**config.mk**
```make
export PLATFORM = sky130hd
export DESIGN_NAME = west_output_port
export DESIGN_NICKNAME = d
export VERILOG_FILES = /design/src/rtl/router_pkg.sv /design/src/rtl/sync_fifo.sv /design/src/rtl/west_output_port.sv
export SDC_FILE = /design/constraint.sdc
export NUM_CORES = 1
export LEC_CHECK = 0
export CAP_MARGIN = 10
export CORE_ASPECT_RATIO = 0.9
export CORE_MARGIN = 5
export CORE_UTILIZATION = 53
export CTS_BUF_LIST = sky130_fd_sc_hd__clkbuf_4 sky130_fd_sc_hd__clkbuf_8 sky130_fd_sc_hd__clkbuf_16
export DETAILED_ROUTE_END_ITERATION = 8
export PLACE_DENSITY_LB_ADDON = 0.15
export SYNTH_ARGS = -nofsm -noshare
export SYNTH_HDL_FRONTEND = slang
export SYNTH_SLANG_ARGS = --single-unit
```
**constraint.sdc**
```tcl
create_clock -name clk -period 3.2 [get_ports clk]
set_clock_uncertainty 0.05 [all_clocks]
set_input_delay 0.64 -clock clk [delete_from_list [all_inputs] [get_ports clk]]
set_output_delay 0.64 -clock clk [all_outputs]
set_load 0.1 [all_outputs]
```
**src/rtl/router_pkg.sv**
```systemverilog
`default_nettype none
// ============================================================================
//  Module      : router_pkg
//  Description : Packet format shared by every router output port and input
//                buffer. A packet is 16 bits:
//                  [15:12] dx      signed hop offset in x
//                  [11:8]  dy      signed hop offset in y
//                  [7:0]   payload
//                Provides field widths/positions and field extraction helpers.
//  Revision    : 1.0 - initial release
// ============================================================================
package router_pkg;

  localparam int PKT_W  = 16;
  localparam int DX_MSB = 15;
  localparam int DX_LSB = 12;
  localparam int DY_MSB = 11;
  localparam int DY_LSB = 8;
  localparam int OFS_W  = DX_MSB - DX_LSB + 1;

  function automatic logic signed [OFS_W-1:0] dx_of(input logic [PKT_W-1:0] pkt);
    return $signed(pkt[DX_MSB:DX_LSB]);
  endfunction

  function automatic logic signed [OFS_W-1:0] dy_of(input logic [PKT_W-1:0] pkt);
    return $signed(pkt[DY_MSB:DY_LSB]);
  endfunction

endpackage
`default_nettype wire

```
**src/rtl/sync_fifo.sv**
```systemverilog
`default_nettype none
// ============================================================================
//  Module      : sync_fifo
//  Description : Single-clock circular-buffer FIFO. Push and pop in the same
//                cycle are both honoured, including at full (the popped slot
//                frees room for the pushed word). Storage is not reset.
//  Ports       : clk, rst_n      clock, synchronous active-low reset
//                push, push_data write request / data (ignored when full
//                                 unless a pop happens in the same cycle)
//                pop             read request (ignored when empty)
//                pop_data        head-of-queue word (undefined when empty)
//                full, empty     occupancy flags (registered state only)
//                count           number of stored words
//  Revision    : 1.0 - initial release
// ============================================================================
module sync_fifo #(
  parameter int WIDTH = 16,
  parameter int DEPTH = 4
) (
  input  logic                       clk,
  input  logic                       rst_n,
  input  logic                       push,
  input  logic [WIDTH-1:0]           push_data,
  input  logic                       pop,
  output logic [WIDTH-1:0]           pop_data,
  output logic                       full,
  output logic                       empty,
  output logic [$clog2(DEPTH):0]     count
);

  localparam int AW = $clog2(DEPTH);
  localparam int CW = AW + 1;
  localparam logic [CW-1:0] c_FULL = CW'(DEPTH);

  logic [WIDTH-1:0] r_mem [DEPTH];
  logic [AW-1:0]    r_rd_ptr;
  logic [AW-1:0]    r_wr_ptr;
  logic [CW-1:0]    r_count;

  logic w_do_pop;
  logic w_do_push;

  assign w_do_pop  = pop && (r_count != '0);
  // A same-cycle pop makes room, so a push at full still lands.
  assign w_do_push = push && ((r_count != c_FULL) || w_do_pop);

  // Storage: written only outside reset, never cleared.
  always_ff @(posedge clk) begin
    if (rst_n && w_do_push) begin
      r_mem[r_wr_ptr] <= push_data;
    end
  end

  // Pointers wrap naturally because DEPTH is a power of two.
  always_ff @(posedge clk) begin
    if (!rst_n) begin
      r_rd_ptr <= '0;
      r_wr_ptr <= '0;
      r_count  <= '0;
    end else begin
      if (w_do_push) begin
        r_wr_ptr <= r_wr_ptr + AW'(1);
      end
      if (w_do_pop) begin
        r_rd_ptr <= r_rd_ptr + AW'(1);
      end
      case ({w_do_push, w_do_pop})
        2'b10:   r_count <= r_count + CW'(1);
        2'b01:   r_count <= r_count - CW'(1);
        default: r_count <= r_count;
      endcase
    end
  end

  assign pop_data = r_mem[r_rd_ptr];
  assign full     = (r_count == c_FULL);
  assign empty    = (r_count == '0);
  assign count    = r_count;

endmodule
`default_nettype wire

```
**src/rtl/west_output_port.sv**
```systemverilog
`default_nettype none
// ============================================================================
//  Module      : west_output_port
//  Description : Registered west-bound output stage. Classifies each incoming
//                packet as accepted, malformed (dx >= 0) or overflow-dropped,
//                increments dx of accepted packets to record the hop, queues
//                them and presents them on the west link with valid/ready.
//  Ports       : clk, rst_n      clock, synchronous active-low reset
//                packet_in       packet from the west forwarding stage
//                valid_in        packet_in valid
//                in_ready        queue has room (informational)
//                link_packet     head-of-queue packet, dx already updated
//                link_valid      link_packet valid
//                link_ready      west neighbour accepts link_packet
//                drop_cnt        overflow drops, saturating
//                err_cnt         malformed packets, saturating
//                overflow        sticky: at least one overflow drop
//  Revision    : 1.0 - initial release
// ============================================================================
module west_output_port
  import router_pkg::*;
#(
  parameter int DEPTH = 4,
  parameter int CNT_W = 8
) (
  input  logic             clk,
  input  logic             rst_n,
  input  logic [PKT_W-1:0] packet_in,
  input  logic             valid_in,
  output logic             in_ready,
  output logic [PKT_W-1:0] link_packet,
  output logic             link_valid,
  input  logic             link_ready,
  output logic [CNT_W-1:0] drop_cnt,
  output logic [CNT_W-1:0] err_cnt,
  output logic             overflow
);

  localparam int CW = $clog2(DEPTH) + 1;
  localparam logic [CW-1:0] c_DEPTH = CW'(DEPTH);

  logic signed [OFS_W-1:0] w_dx_in;
  logic signed [OFS_W-1:0] w_dx_next;
  logic [PKT_W-1:0]        w_enq_word;
  logic                    w_west_bound;
  logic                    w_malformed;
  logic                    w_pop;
  logic                    w_accept;
  logic                    w_drop;
  logic                    w_full;
  logic                    w_empty;
  logic [CW-1:0]           w_count;

  logic [CNT_W-1:0]        r_drop_cnt;
  logic [CNT_W-1:0]        r_err_cnt;
  logic                    r_overflow;

  assign w_dx_in      = dx_of(packet_in);
  // dx_in is in [-8,-1] whenever it is enqueued, so +1 cannot overflow.
  assign w_dx_next    = w_dx_in + OFS_W'(1);
  assign w_enq_word   = {w_dx_next, packet_in[DY_MSB:0]};

  assign w_west_bound = w_dx_in[OFS_W-1];
  assign w_malformed  = valid_in && !w_west_bound;
  assign w_pop        = link_valid && link_ready;
  assign w_accept     = valid_in && w_west_bound && (!w_full || w_pop);
  assign w_drop       = valid_in && w_west_bound && w_full && !w_pop;

  sync_fifo #(
    .WIDTH (PKT_W),
    .DEPTH (DEPTH)
  ) u_fifo (
    .clk       (clk),
    .rst_n     (rst_n),
    .push      (w_accept),
    .push_data (w_enq_word),
    .pop       (w_pop),
    .pop_data  (link_packet),
    .full      (w_full),
    .empty     (w_empty),
    .count     (w_count)
  );

  assign link_valid = !w_empty;
  assign in_ready   = (w_count < c_DEPTH);

  // Saturating counters and sticky overflow flag.
  always_ff @(posedge clk) begin
    if (!rst_n) begin
      r_drop_cnt <= '0;
      r_err_cnt  <= '0;
      r_overflow <= 1'b0;
    end else begin
      if (w_drop) begin
        r_overflow <= 1'b1;
        if (r_drop_cnt != '1) begin
          r_drop_cnt <= r_drop_cnt + CNT_W'(1);
        end
      end
      if (w_malformed && (r_err_cnt != '1)) begin
        r_err_cnt <= r_err_cnt + CNT_W'(1);
      end
    end
  end

  assign drop_cnt = r_drop_cnt;
  assign err_cnt  = r_err_cnt;
  assign overflow = r_overflow;

endmodule
`default_nettype wire

```
==> results of run 1 <==
path summary, 6_finish.rpt:
kind	slack, ps	startpoint	end
setup / recovery	620	link_ready	u_fifo.count[2]$_SDFFE_PN0P_
hold / removal	430	overflow$_SDFFE_PN0P_	overflow$_SDFFE_PN0P_
setup reg to reg	950	u_fifo.count[0]$_SDFFE_PN0P_	u_fifo.count[2]$_SDFFE_PN0P_
hold reg to reg	430	overflow$_SDFFE_PN0P_	overflow$_SDFFE_PN0P_
flip-flops by register name, summed over array words and instances, names as in the netlist, named ones only:
signal,cells
u_fifo.r_mem,64
drop_cnt,8
err_cnt,8
u_fifo.count,3
u_fifo.r_rd_ptr,2
u_fifo.r_wr_ptr,2
overflow,1
layout make-up:
class,count,area (µm²)
clock buffers,10,131.4
clock inverters,6,88.84
fillers,452,1981
inverters,13,48.80
multi-input cells,124,1111
flip-flops and latches,90,2442
well taps,90,112.6
repair buffers,61,705.7
cell usage after synthesis, types with 2 or more instances:
master | count | area, µm²
o21a_1 | 2 | 15.01
nand3_1 | 7 | 35.03
nor3_1 | 4 | 20.02
edfxtp_1 | 64 | 1922
o21ai_0 | 5 | 25.02
nand2_1 | 7 | 26.28
mux2i_1 | 2 | 20.02
buf_2 | 2 | 10.01
a21oi_1 | 11 | 55.05
mux4_2 | 16 | 360.4
and3_1 | 6 | 37.54
xnor2_1 | 5 | 43.79
nor2_1 | 17 | 63.81
xor2_1 | 5 | 43.79
nand4_1 | 4 | 25.02
ha_1 | 8 | 100.1
a211oi_1 | 3 | 22.52
inv_1 | 13 | 48.80
dfxtp_1 | 26 | 520.5
or4_1 | 2 | 15.01
clkbuf_1 | 6 | 22.52
o31ai_1 | 2 | 15.01
and4_1 | 2 | 17.52
or3_1 | 4 | 25.02
kinds of logic after synthesis:
group / after synthesis / synth area share
flops: 90 / 0.6719
simple gates: 58 / 0.08640
compound gates: 29 / 0.05748
buf+inv: 21 / 0.02238
mux: 18 / 0.1046
xor+xnor: 10 / 0.02410
fa+ha+maj: 9 / 0.03305
through the flow:
step           worst slack (ps)  cells
4_1_cts                   624.2    394
2_1_floorplan             594.2    235
6_report                  618.9    394
5_1_grt                   460.1    394
3_5_place_dp              313.0    378
3_3_place_gp              357.9    378
routing by layer:
layer | GRT usage | part of all wire | vias to the layer above
met1 | 0.2050 | 0.45 | 1027
met3 | 0.04177 | 0.048 | 9
met2 | 0.2500 | 0.49 | 49
li1 | - | - | 1026
met5 | 0 | 0 | -
met4 | 0.06038 | 0.015 | 0
worst max-delay path: stages:
cell	delay, ps
clkdlybuf4s50_1	460
nor4b_2	290
nor2_1	110
inv_1	70
ha_1	180
inv_1	60
fa_1	370
xor2_1	150
or3_1	300
a21oi_1	150
power by group through the flow:
stage	clock, mW	sequential (mW)	combinational (mW)
final	0.828	1.34	1.35
after global routing	0.909	1.34	1.41
after global placement	0	1.36	1.35
after detailed placement	0	1.36	1.36
after CTS	0.846	1.34	1.36
after floorplan	0	1.36	0.926
==> flow_summary.toml, run 1 <==
[power]
powerDensity_nw_per_um2 = 756.9
switchingPower_mw = 1.282
p_int_mw = 2.230
vdd_drop_max_v = 0.0006855
p_clk_frac = 0.236
p_leak_nw = 1.618
pwr-share-seq = 0.380
power_mw = 3.513
combPwrFrac = 0.384
swShare = 0.3651

[timing]
rsz0062_at_grt = "no"
slew_viol_final = 0
finalCritPeriodShare = 0.8066
fmax_ghz = 0.3874
timing.hold.ws_ps = 425.4
final.min_clock_period_ps = 2581
finalHoldViolCount = 0
max_slew_margin = 0.5042
tightest_slew_ps = 742.6
setup_viol = 0
setup_tns_ps = 0

[synth]
synth_area_um2 = 3635
synth.avg_cell_area_um2 = 15.47
async_flop_share = 0
synth_seq_cells = 90
synth-main-ff-cell = "edfxtp_1"
yosys_warnings = 0
synth_cells = 235
synthDistinctLibCells = 36
syn_nets = 264
synth_edf_count = 64
seq_area_frac_synth = 0.6719

[hold_path]
hp-class = "reg -> reg"
holdPathStages = 2

[setup_path]
cp_max_fo = 3
rr_worst_depth = 9
cp-end-kind = "flip-flop"
cp.required_ps = 3410
cp.arrival_ps = 2790
critPathKind = "in -> reg"
crit_path_start_kind = "primary input"

[floorplan]
ioPinCount = 55
core_um2 = 6621
row_count = 28
die_y_um = 88.57
start_util = 0.5489
die_w_um = 97.29
dieArea_um2 = 8616

[final_layout]
fin_nets = 328
final_cell_mix = "edfxtp_1 (64), dfxtp_1 (26), buf_4 (26), clkdlybuf4s50_1 (19), nor2_1 (17)"
post-route-util = 0.7009
num_antenna_cells = 0
drive_above_1_share = 0.2533
area_growth_pct = 27.68
design_area_um2 = 4641
layout_commonest_cell = "edfxtp_1"

[clock_network]
holdBufCountCts = 0
cts_root_buf = "clkbuf_8"
clock_latency_ps = 350
cts_made_buffers = 9
clkTransAtPathRegs_ps = 80
cts_tree = "yes"
h-tree-depth = 3
postCtsSetupBuffers = 0
cts_resized = 0
clkSinkCount = 90
clock_path_buffers = 2

[grt]
global_route.overflow_total = 0
antenna_found_initial = 0
grt_pass1_wl_mm = 10.16
grt_pass1_vias = 2037
grt_usage = 0.1548
grt_max_degree = 23

[place]
dpl_cell_area_um2 = 4420
io_buffer_count = 54
hpwl_mm = 4.279
place_congestion = 0.8055

[routing]
remaining_drc_errors = 0
drt-wirelength-per-cell_um = 16.10
firstDrtPassIters = 5
vias_per_cell = 5.358
dr_total_vias = 2111
drt_wl_total_mm = 6.342
drt-initial-drc-count = 59
postRouteAntennaNets = 0

[outcome]
status = "completed"

[flow_run]
cap_violations = 0
Power figures use the tool's default switching activity.
==> run 2: changes to the inputs <==
==> constraint.sdc (replaced) <==
create_clock -name clk -period 2.5 [get_ports clk]
set_clock_uncertainty 0.05 [all_clocks]
set_input_delay 0.5 -clock clk [delete_from_list [all_inputs] [get_ports clk]]
set_output_delay 0.5 -clock clk [all_outputs]
set_load 0.1 [all_outputs]
==> run 2 against run 1 <==
Hold slack improved by 13 ps; global-route usage up 0.59 points; sequential share of layout area is 0.62 points lower; critical endpoint unchanged; largest power group unchanged.
==> flow_summary.toml, run 2 (synthesis gave the netlist of run 1 again) <==
[power]
combPwrFrac = 0.410
p_clk_frac = 0.195
powerDensity_nw_per_um2 = 918.0
p_leak_nw = 1.635
pwr-share-seq = 0.396
vdd_drop_max_v = 0.0008985
p_int_mw = 2.667
power_mw = 4.311
swShare = 0.3814
switchingPower_mw = 1.644

[final_layout]
final_cell_mix = "edfxtp_1 (64), buf_4 (29), dfxtp_1 (26), buf_12 (20), clkdlybuf4s50_1 (19)"
num_antenna_cells = 0
drive_above_1_share = 0.2677
largest_register_ff_count = 64
area_growth_pct = 29.19
layout_commonest_cell = "edfxtp_1"
regMostFlops = "u_fifo.r_mem"
fin_nets = 335

[setup_path]
cp_max_fo = 2
cp.arrival_ps = 2580
crit_path_start_kind = "primary input"
reg2reg_from = "u_fifo.count[0]$_SDFFE_PN0P_"
cp-end-kind = "flip-flop"
critPathKind = "in -> reg"
rr_endpoint = "u_fifo.count[2]$_SDFFE_PN0P_"
cp.required_ps = 2710
ff2ff_setup_slack_ps = 300
rr_worst_depth = 9

[hold_path]
min_to = "overflow$_SDFFE_PN0P_"
holdPathStages = 2
hold_start = "overflow$_SDFFE_PN0P_"
hp-class = "reg -> reg"

[routing]
firstDrtPassIters = 4
remaining_drc_errors = 0
postRouteAntennaNets = 0
drt_wl_total_mm = 6.602
drt-wirelength-per-cell_um = 16.51
dr_total_vias = 2166
drt-initial-drc-count = 134
vias_per_cell = 5.415

[grt]
grt_pass1_vias = 2233
antenna_found_initial = 0
grt_max_degree = 23
global_route.overflow_total = 0
grt_usage = 0.1607
grt_pass1_wl_mm = 10.74

[place]
io_buffer_count = 54
place_ws_ps = -215.2
place_congestion = 0.8024
hpwl_mm = 4.450

[floorplan]
die_y_um = 88.57
dieArea_um2 = 8616
ioPinCount = 55
die_w_um = 97.29
core_um2 = 6621
row_count = 28
start_util = 0.5489

[timing]
max_slew_margin = 0.4925
fmax_ghz = 0.4215
setup_tns_ps = 0
final.min_clock_period_ps = 2372
rsz0062_at_grt = "no"
tightest_slew_ps = 760.4
finalHoldViolCount = 0
setup_ws_ps = 127.7
setup_viol = 0
slew_viol_final = 0
finalCritPeriodShare = 0.9489

[clock_network]
clkTransAtPathRegs_ps = 90
postCtsSetupBuffers = 0
h-tree-depth = 3
cts_root_buf = "clkbuf_8"
cts_tree = "yes"
clkSinkCount = 90
holdBufCountCts = 0
clock_path_buffers = 2
clock_latency_ps = 340
cts_made_buffers = 9
cts_resized = 0

[flow_run]
cap_violations = 0

[outcome]
status = "completed"
run 2: changes by cell type in the layout (fill, tap and decap cells not counted), sizes merged:
cell,before,now
inv,14,13
buf,42,49
bufinv,2,0
clkinv,2,3
clkinvlp,1,2
run 2: per-layer routing:
metal,share of wire,GRT usage,up-vias,wire length [µm]
met3,0.049,0.04728,7,322
met1,0.45,0.2035,1070,2941
met2,0.50,0.2682,48,3283
li1,-,-,1041,-
met4,0.0082,0.06038,0,54
met5,0,0,-,0
run 2: critical path, stage by stage:
cell and delay, ps:
clkdlybuf4s50_1 470, nor4b_4 260, nor2_1 100, inv_1 60, ha_1 160, inv_1 50, fa_1 370, xor2_1 160
or3_1 300, a21oi_1 160
run 2: per-stage QoR:
step / util / instances / area (µm²) / hold WS, ps
final: 0.7092 / 400 / 4696 / 438.5
after global routing: 0.7092 / 400 / 4696 / 478.5
after CTS: 0.7079 / 400 / 4687 / 443.0
after detailed placement: 0.6831 / 385 / 4523 / 423.8
after global placement: 0.6831 / 385 / 4523 / 407.5
after floorplan: - / 235 / 3635 / 434.7
run 2: worst max-delay path by stage:
stage                                         to                          from  cells past startpoint
finish              u_fifo.count[2]$_SDFFE_PN0P_                    link_ready                     10
global placement    u_fifo.count[2]$_SDFFE_PN0P_                    link_ready                     10
detailed placement  u_fifo.count[2]$_SDFFE_PN0P_                    link_ready                     10
floorplan                             link_valid  u_fifo.count[2]$_SDFFE_PN0P_                      2
CTS                 u_fifo.count[2]$_SDFFE_PN0P_                    link_ready                     10
global route        u_fifo.count[2]$_SDFFE_PN0P_                    link_ready                     10
run 2: area by class of cell:
| class | count | area [µm²] |
|---|---|---|
| inverter | 13 | 48.80 |
| clock buffer | 10 | 131.4 |
| clock inverter | 5 | 32.53 |
| multi-input combinational | 124 | 1120 |
| fill | 448 | 1926 |
| sequential | 90 | 2442 |
| tap | 90 | 112.6 |
| timing repair buffer | 68 | 808.3 |
run 2: power groups by stage:
stage          clock, mW  combinational, mW  sequential (mW)
2_1_floorplan          0               1.19             1.74
3_3_place_gp           0               1.76             1.73
3_5_place_dp           0               1.78             1.73
4_1_cts            0.856               1.78             1.70
5_1_grt            0.919               1.85             1.71
6_report           0.839               1.77             1.70
